File: config.mk
export PLATFORM = sky130hd
export DESIGN_NAME = demux_route_ctrl_flat
export DESIGN_NICKNAME = d
export VERILOG_FILES = /design/src/rtl/demux_route_ctrl_if.sv /design/src/rtl/demux_route_ctrl.sv /design/src/flat_wrapper.sv
export SDC_FILE = /design/constraint.sdc
export NUM_CORES = 1
export LEC_CHECK = 0
export BUFFER_PORTS_ARGS = -buffer_cell sky130_fd_sc_hd__clkbuf_2
export CAP_MARGIN = 20
export CORE_MARGIN = 5
export CORE_UTILIZATION = 60
export CTS_CLUSTER_SIZE = 12
export DETAILED_ROUTE_END_ITERATION = 6
export PLACE_DENSITY = 0.83
export SYNTH_ARGS = -nofsm -noshare
export SYNTH_HDL_FRONTEND = slang
export SYNTH_SLANG_ARGS = --single-unit
File: constraint.sdc
create_clock -name clk -period 3.45 [get_ports clk]
set_input_delay 0.345 -clock clk [delete_from_list [all_inputs] [get_ports clk]]
set_output_delay 0.345 -clock clk [all_outputs]
set_load 0.01 [all_outputs]
File: src/rtl/demux_route_ctrl_if.sv
// Bus bundle for demux_route_ctrl: producer handshake, demux drive and status.
// slave = the controller, master = producer/demux side.
interface demux_route_ctrl_if #(
  parameter int DEPTH = 4
) ();
  localparam int CW = $clog2(DEPTH) + 1;

  logic          in_valid;
  logic          in_ready;
  logic [15:0]   in_data;
  logic [2:0]    in_dest;
  logic [15:0]   demux_a;
  logic [2:0]    demux_sel;
  logic [7:0]    dest_we;
  logic [7:0]    dest_ack;
  logic [CW-1:0] fifo_count;
  logic          busy;
  logic          err;
  logic [2:0]    err_dest;

  modport slave (
    input  in_valid, in_data, in_dest, dest_ack,
    output in_ready, demux_a, demux_sel, dest_we, fifo_count, busy, err, err_dest
  );

  modport master (
    output in_valid, in_data, in_dest, dest_ack,
    input  in_ready, demux_a, demux_sel, dest_we, fifo_count, busy, err, err_dest
  );
endinterface

File: src/rtl/demux_route_ctrl.sv
// FIFO-buffered sequencer driving a 1-to-8 demux: strobe one destination, wait for its ack.
// Optional ack timeout with error pulse is enabled by defining ROUTE_TIMEOUT_EN.
module demux_route_ctrl #(
  parameter int DEPTH   = 4,
  parameter int TIMEOUT = 15
) (
  input  logic              clk,
  input  logic              rst_n,
  demux_route_ctrl_if.slave rt
);
  localparam int PW = $clog2(DEPTH);
  localparam int CW = PW + 1;

  typedef enum logic [1:0] {IDLE, DRIVE, WAIT_ACK} state_t;

  state_t        r_state, w_next;
  logic [18:0]   r_mem [DEPTH];
  logic [PW-1:0] r_wptr, r_rptr;
  logic [CW-1:0] r_count;
  logic [15:0]   r_demux_a;
  logic [2:0]    r_demux_sel;
  logic [7:0]    r_dest_we;
  logic [18:0]   w_head;
  logic          w_full, w_push, w_pop, w_ack, w_tmo;

  assign w_full = (r_count == CW'(DEPTH));
  assign w_push = rt.in_valid && !w_full;
  assign w_head = r_mem[r_rptr];
  assign w_ack  = rt.dest_ack[r_demux_sel];

`ifdef ROUTE_TIMEOUT_EN
  localparam int TW = $clog2(TIMEOUT) + 1;
  logic [TW-1:0] r_tcnt;
  logic          r_err;
  logic [2:0]    r_err_dest;

  assign w_tmo = (r_tcnt == TW'(TIMEOUT - 1));

  // Ack and timeout on the same edge: ack wins, so err only fires without ack.
  always_ff @(posedge clk or negedge rst_n) begin
    if (!rst_n) begin
      r_tcnt     <= '0;
      r_err      <= 1'b0;
      r_err_dest <= '0;
    end else begin
      r_err <= 1'b0;
      if (r_state == DRIVE) begin
        r_tcnt <= '0;
      end else if (r_state == WAIT_ACK && !w_ack) begin
        if (w_tmo) begin
          r_err      <= 1'b1;
          r_err_dest <= r_demux_sel;
        end else begin
          r_tcnt <= r_tcnt + 1'b1;
        end
      end
    end
  end

  assign rt.err      = r_err;
  assign rt.err_dest = r_err_dest;
`else
  assign w_tmo       = 1'b0;
  assign rt.err      = 1'b0;
  assign rt.err_dest = 3'd0;
`endif

  always_comb begin
    w_next = r_state;
    w_pop  = 1'b0;
    case (r_state)
      IDLE: begin
        if (r_count != '0) begin
          w_pop  = 1'b1;
          w_next = DRIVE;
        end
      end
      DRIVE:    w_next = WAIT_ACK;
      WAIT_ACK: if (w_ack || w_tmo) w_next = IDLE;
      default:  w_next = IDLE;
    endcase
  end

  always_ff @(posedge clk or negedge rst_n) begin
    if (!rst_n) r_state <= IDLE;
    else        r_state <= w_next;
  end

  // Storage needs no reset; emptiness is carried by the pointers and count.
  always_ff @(posedge clk) begin
    if (w_push) r_mem[r_wptr] <= {rt.in_dest, rt.in_data};
  end

  always_ff @(posedge clk or negedge rst_n) begin
    if (!rst_n) begin
      r_wptr  <= '0;
      r_rptr  <= '0;
      r_count <= '0;
    end else begin
      if (w_push) r_wptr <= r_wptr + 1'b1;
      if (w_pop)  r_rptr <= r_rptr + 1'b1;
      case ({w_push, w_pop})
        2'b10:   r_count <= r_count + 1'b1;
        2'b01:   r_count <= r_count - 1'b1;
        default: r_count <= r_count;
      endcase
    end
  end

  // Strobe is set on the pop edge so it is high for exactly the DRIVE cycle.
  always_ff @(posedge clk or negedge rst_n) begin
    if (!rst_n) begin
      r_demux_a   <= '0;
      r_demux_sel <= '0;
      r_dest_we   <= '0;
    end else if (w_pop) begin
      r_demux_a   <= w_head[15:0];
      r_demux_sel <= w_head[18:16];
      r_dest_we   <= 8'b1 << w_head[18:16];
    end else begin
      r_dest_we   <= '0;
    end
  end

  assign rt.in_ready   = !w_full;
  assign rt.demux_a    = r_demux_a;
  assign rt.demux_sel  = r_demux_sel;
  assign rt.dest_we    = r_dest_we;
  assign rt.fifo_count = r_count;
  assign rt.busy       = (r_state != IDLE);
endmodule
File: src/flat_wrapper.sv
// flat-port wrapper written by rule: the top's interface ports become plain ports
module demux_route_ctrl_flat 
#(
  parameter int DEPTH   = 4,
  parameter int TIMEOUT = 15
)
  (clk, rst_n, rt_in_valid, rt_in_data, rt_in_dest, rt_dest_ack, rt_in_ready, rt_demux_a, rt_demux_sel, rt_dest_we, rt_fifo_count, rt_busy, rt_err, rt_err_dest);
  demux_route_ctrl_if #(.DEPTH(DEPTH)) rt_i ();
  input  logic clk;
  input  logic rst_n;
  input wire logic [$bits(rt_i.in_valid)-1:0] rt_in_valid;
  input wire logic [$bits(rt_i.in_data)-1:0] rt_in_data;
  input wire logic [$bits(rt_i.in_dest)-1:0] rt_in_dest;
  input wire logic [$bits(rt_i.dest_ack)-1:0] rt_dest_ack;
  output wire logic [$bits(rt_i.in_ready)-1:0] rt_in_ready;
  output wire logic [$bits(rt_i.demux_a)-1:0] rt_demux_a;
  output wire logic [$bits(rt_i.demux_sel)-1:0] rt_demux_sel;
  output wire logic [$bits(rt_i.dest_we)-1:0] rt_dest_we;
  output wire logic [$bits(rt_i.fifo_count)-1:0] rt_fifo_count;
  output wire logic [$bits(rt_i.busy)-1:0] rt_busy;
  output wire logic [$bits(rt_i.err)-1:0] rt_err;
  output wire logic [$bits(rt_i.err_dest)-1:0] rt_err_dest;
  assign rt_i.in_valid = rt_in_valid;
  assign rt_i.in_data = rt_in_data;
  assign rt_i.in_dest = rt_in_dest;
  assign rt_i.dest_ack = rt_dest_ack;
  assign rt_in_ready = rt_i.in_ready;
  assign rt_demux_a = rt_i.demux_a;
  assign rt_demux_sel = rt_i.demux_sel;
  assign rt_dest_we = rt_i.dest_we;
  assign rt_fifo_count = rt_i.fifo_count;
  assign rt_busy = rt_i.busy;
  assign rt_err = rt_i.err;
  assign rt_err_dest = rt_i.err_dest;
  demux_route_ctrl #(.DEPTH(DEPTH), .TIMEOUT(TIMEOUT)) u_core (.clk(clk), .rst_n(rst_n), .rt(rt_i));
endmodule
**Yosys cells after proc, flatten, opt, wreduce, memory -nomap -nowiden**

Memories as Yosys holds them, arrays and structs flattened.
Index checks and enable logic that the tools add are counted.

- Logic and storage cells: 39
- Memory bits (writable): 76
- Output and inout port bits: 36
- Input bits: 30
- Register bits: 36
- Memories: 1

Memory list:

| name | words | bits a word | read ports | clocked after Yosys merged registers in | wr ports | line | source |
|---|---|---|---|---|---|---|---|
| u_core.r_mem | 4 | 19 | 1 | 0 | 1 | demux_route_ctrl.sv:17 | `logic [18:0] r_mem [DEPTH];` |

- $lt $le $gt $ge: 1
- Reductions and logical operators: 7
- Eq/ne operators: 7
- Shift operators: 1
- Mux-type cells: 11
- Add/sub/neg operators: 4

Operator list:

| cell | count |
|---|---|
| two-way mux 8 bit | 1 |
| << shifter 1 x 3 -> 8 bit (first input constant) | 1 |
| one-hot mux 2 bit (3 select lines) | 1 |
| one-hot mux 3 bit (2 select lines) | 1 |
| two-way mux 1 bit | 5 |
| adder 2 x 1 -> 2 bit (second input constant) | 2 |
| == test 2 x 1 -> 1 bit (second input constant) | 2 |
| == test 2 bit (second input constant) | 2 |
| < comparator 3 x 4 -> 1 bit (second input constant) | 1 |
| two-way mux 2 bit | 2 |
| != test 2 x 1 -> 1 bit (second input constant) | 2 |
| nonzero test 2 bit | 2 |
| adder 3 x 1 -> 3 bit (second input constant) | 1 |
| binary-select mux 1 bit (select 3 bit) | 1 |
| == test 3 bit (second input constant) | 1 |
| nonzero test 3 bit | 1 |
| subtractor 3 x 1 -> 3 bit (second input constant) | 1 |
| logical NOT 2 bit | 1 |
| AND reduction 2 bit | 1 |
| logical AND 1 bit | 1 |
| logical NOT 1 bit | 1 |

**Longest topological paths before layout**

Gate-level depths: netlist of run 1.

- Depth in word-level cells: 5
- Mapped depth: 9
- Gate-level depth less buffers: 9

**Worst setup path before layout of run 1**

No wires, ideal clock.

- Path kind: reg2reg
- From: reg u_core.r_count[0], in the netlist u_core.rt.fifo_count[0]
- To: reg u_core.r_count[2], in the netlist u_core.rt.fifo_count[2]
- Clock period less this slack: 2.220 ns
- Data required time: 3.371 ns
- Path slack: 1.230 ns
- Path buffers: 0
- Cell stages (with the launch flop): 10
- Setup time: 0.079 ns
- Data arrival time: 2.141 ns
- Cell sequence: dfrtp_1 -> or3b_1 -> and2_1 -> inv_1 -> ha_1 -> inv_1 -> fa_1 -> xor2_1 -> nor2_1 -> xor2_1

- Cells in the longest elaborated chain, start to end: 5
- Elaborated cells on any way between the ends: 12
- Classes of those cells: 2 x add/sub; 3 x eq/ne; 3 x mux; 4 x reduce/logical

Ends and longest elaborated chain:

| item | line | source |
|---|---|---|
| start, declared | demux_route_ctrl.sv:19 | `logic [CW-1:0] r_count;` |
| start signal, assigned | demux_route_ctrl.sv:103 | `2'b10: r_count <= r_count + 1'b1;` |
| start signal, assigned | demux_route_ctrl.sv:104 | `2'b01: r_count <= r_count - 1'b1;` |
| start signal, assigned | demux_route_ctrl.sv:105 | `default: r_count <= r_count;` |
| == test 3 bit * | demux_route_ctrl.sv:26 | `assign w_full = (r_count == CW'(DEPTH));` |
| logical NOT 1 bit * | - |  |
| net rt_in_ready | flat_wrapper.sv:15 | `output wire logic [$bits(rt_i.in_ready)-1:0] rt_in_ready;` |
| logical AND 1 bit * | demux_route_ctrl.sv:27 | `assign w_push = rt.in_valid && !w_full;` |
| == test 2 x 1 -> 1 bit or == test 2 bit (tied branches) | demux_route_ctrl.sv:102 | `case ({w_push, w_pop})` |
| one-hot mux 3 bit (2 select lines) or nonzero test 2 bit (tied branches) | - |  |

The timed path passes the listed nets; every way through them passes the cells marked *.
A chain may end at the register's enable or synchronous reset.

**Worst setup path in the final report of run 1**

- From: reg u_core.r_state[0]
- To: reg u_core.r_count[2], in the netlist u_core.rt.fifo_count[2]

- Cells in the longest elaborated chain, start to end: 4
- Elaborated cells on any way between the ends: 6
- Classes of those cells: 2 x eq/ne; 2 x mux; 2 x reduce/logical

Ends and longest elaborated chain:

| item | line | source |
|---|---|---|
| start, declared | demux_route_ctrl.sv:16 | `state_t r_state, w_next;` |
| start signal, assigned | demux_route_ctrl.sv:86 | `else r_state <= w_next;` |
| logical NOT 2 bit * | demux_route_ctrl.sv:71 | `case (r_state)` |
| two-way mux 1 bit * | demux_route_ctrl.sv:71 |  |
| == test 2 x 1 -> 1 bit or == test 2 bit (tied branches) | demux_route_ctrl.sv:102 |  |
| one-hot mux 3 bit (2 select lines) or nonzero test 2 bit (tied branches) | - |  |

Every way passes the cells marked *; elsewhere a longest branch is shown, timed or not.

==> metrics.md, run 1 <==
| Metric | Value |
|---|---|
| Async S/R FF share, synth | `0.3214` |
| Initial Utilization | `0.6155` |
| RSZ-0062 raised after global routing | `no` |
| Clock tree sinks | `112` |
| Avg Inst Size Synth | `20.37 µm²` |
| Startpoint types | `register` |
| Max FO, Critical Path | `21` |
| Post-DP Area | `4772 µm²` |
| Setup Fix Bufs, Post-CTS | `0` |
| Die Wd | `96.03 µm` |
| I/O pin cnt | `66` |
| Nets | `approximately 320` |
| Routed wire per std cell | `18.25 µm` |
| Chip height | `~96 µm` |
| Via density | `5.336` |
| Warnings from Yosys | `0` |
| Status | `finished, final reports clean` |
| Final Instance Area | `5000 µm²` |
| Die area | `9222 µm²` |
| Setup TNS | `0 ns` |
| CP arrival | `2.73 ns` |
| Ant diodes | `0` |
| Post-layout util | `0.6930` |
| Clock skew | `0.009334 ns` |
| Hold buffer count at CTS | `0` |
| Pwr dens | `900.8 nW/µm²` |
| Fmax | `410.3 MHz` |
| Starting DRT DRC Count | `88` |
| Synth-to-Final Area Change | `12.60%` |
| Worst setup EP type | `register` |
| Yosys cell types | `32` |
| Post-synth top area share | `0.5139` |
| Tot Pwr | `around 4.5 mW` |
| Hold Vio Cnt, Final | `0` |
| Leakage | `2.030 nW` |
| Cell taking the most area after synthesis | `edfxtp_1` |
| Sequential-to-total area share from yosys stat | `0.7168` |
| Synth Flop Type | `edfxtp_1` |
| Later-pin clock latency in the skew report | `0.36 ns` |
| Initial antenna violation count | `0` |
| Worst-path clk slew | `0.10 ns` |
| Htree depth | `3` |
| CTS Buffer Depth | `2` |
| Port bufs | `61` |
| Crit share post-route | `0.7065` |
| Max cap viols | `0` |
| Max VDD drop | `474.9 µV` |
| Setup CP Type | `register to register` |
| Slew of the pin with the lowest slew margin | `1.017 ns` |
| Layout cell share with drive strength beyond 1 | `0.4028` |
| Top post-synthesis cells by area | `edfxtp_1 (51%), dfrtp_1 (20%), mux4_2 (8.6%), mux2_4 (5.7%), mux4_1 (1.8%)` |
| CTS tree | `done` |
| First-pass GRT wire length | `10.78 mm` |
| Num rows | `31` |
| Synthesized area | `4441 µm²` |
| Fin Hold WS | `0.09548 ns` |
| Dpl hpwl | `4.484 mm` |
| Post-Syn Instances | `218` |
| Vias in the first global route | `slightly above 2000` |
| Total grt overflow | `0` |
| CP Data Required Time | `around 3.7 ns` |
| GPL Wtd Cong | `0.7534` |
| Root buf cell | `clkbuf_8` |
| Finish-stage setup viols | `0` |
| EDFF count, synth | `76` |
| Total Routed Length | `around 7.1 mm` |
| DRC | `0` |
| Worst slew margin | `0.3223` |
| Max-slew violation count | `0` |
| Largest net degree at the start of global routing | `37` |
| Core Region | `roughly 7000 µm²` |
| Register bit total from synthesis | `112` |
| CTS resizes | `0` |
| CTS Buf Count | `9` |
| Final Critical Period | `2.437 ns` |
| DRT Pass-1 Iters | `4` |
| Vias post-DR | `approximately 2100` |
| Min-Delay Path Class | `input pin to async pin` |
| GRT Total Usage | `0.1656` |
| Remaining antenna violation count | `0` |
power by group:
part	switching, mW	internal (mW)	total [mW]
Clock	0.408	0.441	0.849
Sequential	0.240	1.85	2.09
Combinational	0.714	0.854	1.57
Total	1.36	3.14	4.50
state kept, by name (all words and copies together), names as in the netlist:
register,flops
u_core.r_mem,76
u_core.rt.demux_a,16
u_core.rt.dest_we,8
u_core.rt.demux_sel,3
u_core.rt.fifo_count,3
u_core.r_rptr,2
u_core.r_state,2
u_core.r_wptr,2
placed cells by master (no fill, tap or decap), types with 4 or more instances in the layout:
| master | synthesis | routed |
|---|---|---|
| mux4_2 | 17 | 17 |
| edfxtp_1 | 76 | 76 |
| conb_1 | 1 | 4 |
| clkbuf_8 | 0 | 12 |
| clkbuf_2 | 0 | 61 |
| inv_1 | 8 | 8 |
| mux2i_1 | 5 | 5 |
| and3_1 | 4 | 4 |
| mux2_4 | 17 | 17 |
| nor2_1 | 10 | 10 |
| dfrtp_1 | 36 | 36 |
| ha_1 | 5 | 5 |
cell type report:
cell class / count / area, µm²
inverters: 8 / 30.03
flip-flops and latches: 112 / 3183
fillers: 485 / 2215
well taps: 99 / 123.9
multi-input cells: 90 / 1122
repair buffers: 62 / 312.8
clock inverters: 1 / 30.03
clock buffers: 15 / 197.7
per-stage QoR:
| stage | setup slack [ns] | cells |
|---|---|---|
| after floorplan | 1.230 | 221 |
| final | 1.013 | 387 |
| after detailed placement | 1.017 | 371 |
| after global placement | 1.108 | 371 |
| after CTS | 1.001 | 387 |
| after global routing | 0.8916 | 387 |
path summary, 6_finish.rpt:
path / from / endpoint / slack, ns / depth (start not counted)
max: u_core.r_state[0]$_DFFE_PN0P_ / u_core.rt.fifo_count[2]$_DFFE_PN0P_ / 1.01 / 8
min: rst_n / u_core.rt.demux_a[5]$_DFFE_PN0P_ / 0.1 / 1
max reg2reg: u_core.r_state[0]$_DFFE_PN0P_ / u_core.rt.fifo_count[2]$_DFFE_PN0P_ / 1.01 / 8
min reg2reg: u_core.rt.fifo_count[2]$_DFFE_PN0P_ / u_core.rt.fifo_count[2]$_DFFE_PN0P_ / 0.52 / 1
max in group asynchronous: rst_n / u_core.rt.demux_a[14]$_DFFE_PN0P_ / 2.77 / 1
min in group clk: rt_in_data[11] / u_core.r_mem[2][11]$_DFFE_PP_ / 0.20 / 1
cells in the mapped netlist, types with 2 or more instances:
cell	n
buf_12	3
xor2_1	3
buf_4	4
ha_1	5
nand3_1	2
nor2_1	10
dfrtp_1	36
inv_1	8
mux2_2	2
mux4_2	17
mux4_1	3
buf_2	3
mux2_4	17
mux2i_1	5
nand2b_1	2
xnor2_1	3
and3_1	4
edfxtp_1	76
nor2b_1	2
logic make-up (layout without fill, tap and decap cells):
logic type | after synthesis | after routing | share of synthesized area
AO/OA/AOI/OAI | 2 | 2 | 0.002817
buffers and inverters | 19 | 86 | 0.03297
adder cells (fa/ha/maj) | 6 | 6 | 0.01860
XOR/XNOR | 6 | 6 | 0.01184
multiplexers | 44 | 44 | 0.1778
flip-flops | 112 | 112 | 0.7168
other | 1 | 4 | 0.0008445
AND/OR/NAND/NOR | 28 | 28 | 0.03832
worst max-delay path, stage by stage, from the launching register on:
cell and delay [ns]:
dfrtp_1 0.39, nor2_1 0.37, and2_4 0.50, ha_1 0.25, inv_1 0.06, fa_1 0.37
xor2_1 0.15, nor2_1 0.11, xor2_1 0.15
metal layers:
layer,vias up,GRT usage,part of all wire
li1,950,-,-
met1,1035,0.2088,0.41
met2,70,0.2708,0.51
met3,10,0.04769,0.060
met4,0,0.06754,0.013
met5,-,0,0
Note: power is estimated with default switching activity, not from simulation.
==> run 2: changes to the inputs <==
- CORE_UTILIZATION: 60 -> 51
- PLACE_DENSITY: 0.83 -> 0.75
- clock period: 3.45 -> 2.2 ns (I/O delays scaled with it)
==> run 2 against run 1 <==
Cell count up 5.7%. Maximum frequency increased by 18%. Clock power up 67%. Largest cell class unchanged. Cell area is 2.7% higher. Non-clock buffer count is 13 higher. Critical path depth rose by 1. Largest power group unchanged. Sequential power grew 55%. The run now ends with hold timing left. Critical path type unchanged. Critical endpoint unchanged. Worst setup slack worse by 0.88 ns. Utilization shrank 9.6 points.
==> metrics.md, run 2 (same netlist as run 1, synthesis figures left out) <==
| Metric | Value |
|---|---|
| Root buf cell | `clkbuf_8` |
| RSZ-0062 raised after global routing | `no` |
| Vias in the first global route | `2221 (+9.5%)` |
| Num rows | `34 (+9.7%)` |
| Crit share post-route | `0.9406 (+0.2341)` |
| Layout cell share with drive strength beyond 1 | `0.4452 (+0.04240)` |
| Synth-to-Final Area Change | `15.61%` |
| Setup TNS | `0 ns (unchanged)` |
| Pre-CTS setup slack | `0.05797 ns (-0.9586 ns)` |
| GPL Wtd Cong | `0.8155 (+8.2%)` |
| Slowest stage cell on the critical path | `dfrtp_1` |
| Setup CP Type | `register to register` |
| Critical path capture point | `u_core.rt.fifo_count[2]$_DFFE_PN0P_` |
| Worst slew margin | `0.3268 (+0.004509)` |
| Fin Hold WS | `-0.007039 ns (-0.1025 ns)` |
| Port bufs | `61 (unchanged)` |
| Largest net degree at the start of global routing | `37 (unchanged)` |
| Max reg flops | `76 (unchanged)` |
| Pwr dens | `1425 nW/µm² (+58%)` |
| Min-Delay Path Class | `input pin to async pin` |
| CP Data Required Time | `2.48 ns (-1.26 ns)` |
| Starting DRT DRC Count | `74 (-16%)` |
| Max VDD drop | `544.6 µV (+15%)` |
| DRT Pass-1 Iters | `4 (unchanged)` |
| Fmax | `483.3 MHz (+18%)` |
| Clock skew | `0.01300 ns (+0.003667 ns)` |
| Status | `finished with violations` |
| Worst-case reg-to-reg path depth | `9 (+1)` |
| Ant diodes | `0 (unchanged)` |
| CTS tree | `done` |
| Routed wire per std cell | `17.67 µm (-3.2%)` |
| Vias post-DR | `2093 (+1.4%)` |
| Post-Layout Cell Count | `409 (+5.7%)` |
| CTS Buf Count | `9 (unchanged)` |
| Chip height | `103.3 µm (+7.6%)` |
| CP arrival | `2.35 ns (-0.38 ns)` |
| First-pass GRT wire length | `11.63 mm (+7.9%)` |
| Commonest cells after routing, fill and taps aside | `edfxtp_1 (76), clkbuf_2 (61), dfrtp_1 (36), mux4_2 (17), mux2_4 (17)` |
| DRC | `0 (unchanged)` |
| Startpoint types | `register` |
| Leakage | `2.097 nW (+3.3%)` |
| Hold Vio Cnt, Final | `10 (+10)` |
| Via density | `5.117 (-4.1%)` |
| Max FO, Critical Path | `4 (-81%)` |
| Failing checks | `hold timing` |
| Worst setup EP type | `register` |
| Initial antenna violation count | `0 (unchanged)` |
| Commonest non-fill, non-tap cell in the layout | `edfxtp_1` |
| Worst r2r dst | `u_core.rt.fifo_count[2]$_DFFE_PN0P_` |
| Later-pin clock latency in the skew report | `0.35 ns (about the same)` |
| Clock tree sinks | `112 (unchanged)` |
| Reg with most FFs | `u_core.r_mem` |
| Remaining antenna violation count | `0 (unchanged)` |
| FF-to-FF setup slack | `0.13 ns (-0.88 ns)` |
| Initial Utilization | `0.5167 (-0.09876)` |
| Total Routed Length | `7.226 mm (+2.3%)` |
| Die area | `10670 µm² (+16%)` |
| Htree depth | `3 (unchanged)` |
| Final Critical Period | `2.069 ns (-0.3682 ns)` |
| R2r startpoint | `u_core.rt.fifo_count[1]$_DFFE_PN0P_` |
| I/O pin cnt | `66 (unchanged)` |
| CTS Buffer Depth | `2 (unchanged)` |
| Setup ws final | `0.1307 ns (-0.8818 ns)` |
| CP startpoint | `u_core.rt.fifo_count[1]$_DFFE_PN0P_` |
| Slew of the pin with the lowest slew margin | `1.010 ns (-0.006764 ns)` |
| Max cap viols | `0 (unchanged)` |
| Core Region | `8593 µm² (+19%)` |
| GRT Total Usage | `0.1488 (-0.01685)` |
| Post-placement cell count | `391 (+5.4%)` |
| Dpl hpwl | `4.838 mm (+7.9%)` |
| Die Wd | `103.3 µm (+7.6%)` |
| Tot Pwr | `7.313 mW (+62%)` |
| Finish-stage setup viols | `0 (unchanged)` |
| Register Area | `3183 µm² (unchanged)` |
| Max-slew violation count | `0 (unchanged)` |
| Number of fill cells in the layout | `628 (+29%)` |
| CP cell instances | `or3b_4 -> and2_4 -> inv_1 -> ha_2 -> inv_1 -> fa_2 -> xor2_1 -> nor2_1 -> xor2_1` |
| Worst-path clk slew | `0.10 ns (about the same)` |
| Multi-input gate area | `1132 µm² (+0.89%)` |
| Nets | `332 (+4.1%)` |
| Total grt overflow | `0 (unchanged)` |
| Crit-path max cell delay | `0.42 ns (-0.08 ns)` |
-- run 2: changes by cell type in the layout (fill, tap and decap cells not counted), sizes merged --
| cell | previous run | this run |
|---|---|---|
| clkinvlp | 0 | 1 |
| inv | 8 | 10 |
| clkbuf | 76 | 71 |
| buf | 1 | 14 |
| bufinv | 1 | 3 |
-- run 2: worst max-delay path: cells and delay by family, from the launching register on --
kind / cells / cell delay [ns]
xor gates and xnor gates: 2 / 0.29
adders and majority gates: 2 / 0.50
buffers and inverters: 2 / 0.10
DFF: 1 / 0.42
and+or+nand+nor: 3 / 0.67
-- run 2: worst min-delay path by stage --
stage | to | slack (ns) | cells after the start
floorplan | u_core.r_rptr[0]$_DFFE_PN0P_ | -0.08 | 0
global placement | u_core.rt.demux_a[13]$_DFFE_PN0P_ | 0.41 | 1
detailed placement | u_core.rt.fifo_count[0]$_DFFE_PN0P_ | 0.41 | 1
CTS | u_core.rt.demux_a[5]$_DFFE_PN0P_ | 0.01 | 1
global route | u_core.rt.demux_a[3]$_DFFE_PN0P_ | 0.06 | 1
finish | u_core.rt.fifo_count[0]$_DFFE_PN0P_ | -0.007 | 1
-- run 2: where the power goes --
part / switching (mW) / total [mW] / internal, mW / leakage, nW
Sequential: 0.342 / 3.23 / 2.89 / 1.13
Combinational: 1.18 / 2.66 / 1.49 / 0.844
Clock: 0.651 / 1.42 / 0.765 / 0.117
-- run 2: cell type report --
class,count,share of cell area
multi-input cells,90,0.2206
inverters,8,0.005849
clock buffers,10,0.02486
well taps,108,0.02632
repair buffers,75,0.07994
clock inverters,6,0.02242
flip-flops and latches,112,0.6200
-- run 2: repair_timing --
action,in CTS,in global routing
buffers inserted,0,2
gates resized for setup,0,3
setup endpoints to repair,0,1
hold buffers,0,0
-- run 2: stage by stage --
step,util,cell area [µm²]
2_1_floorplan,-,4454
3_3_place_gp,0.5665,4868
3_5_place_dp,0.5665,4868
4_1_cts,0.5948,5111
5_1_grt,0.5974,5134
6_report,0.5974,5134
-- run 2: metal layers --
metal  track usage  wire length (µm)  up-vias  share of wire
met2        0.2368              3638       55           0.50
met3       0.03286               396        7          0.055
met4       0.06275               110        0          0.015
met5             0                 0        -              0
li1              -                 -      973              -
met1        0.2003              3081     1058           0.43
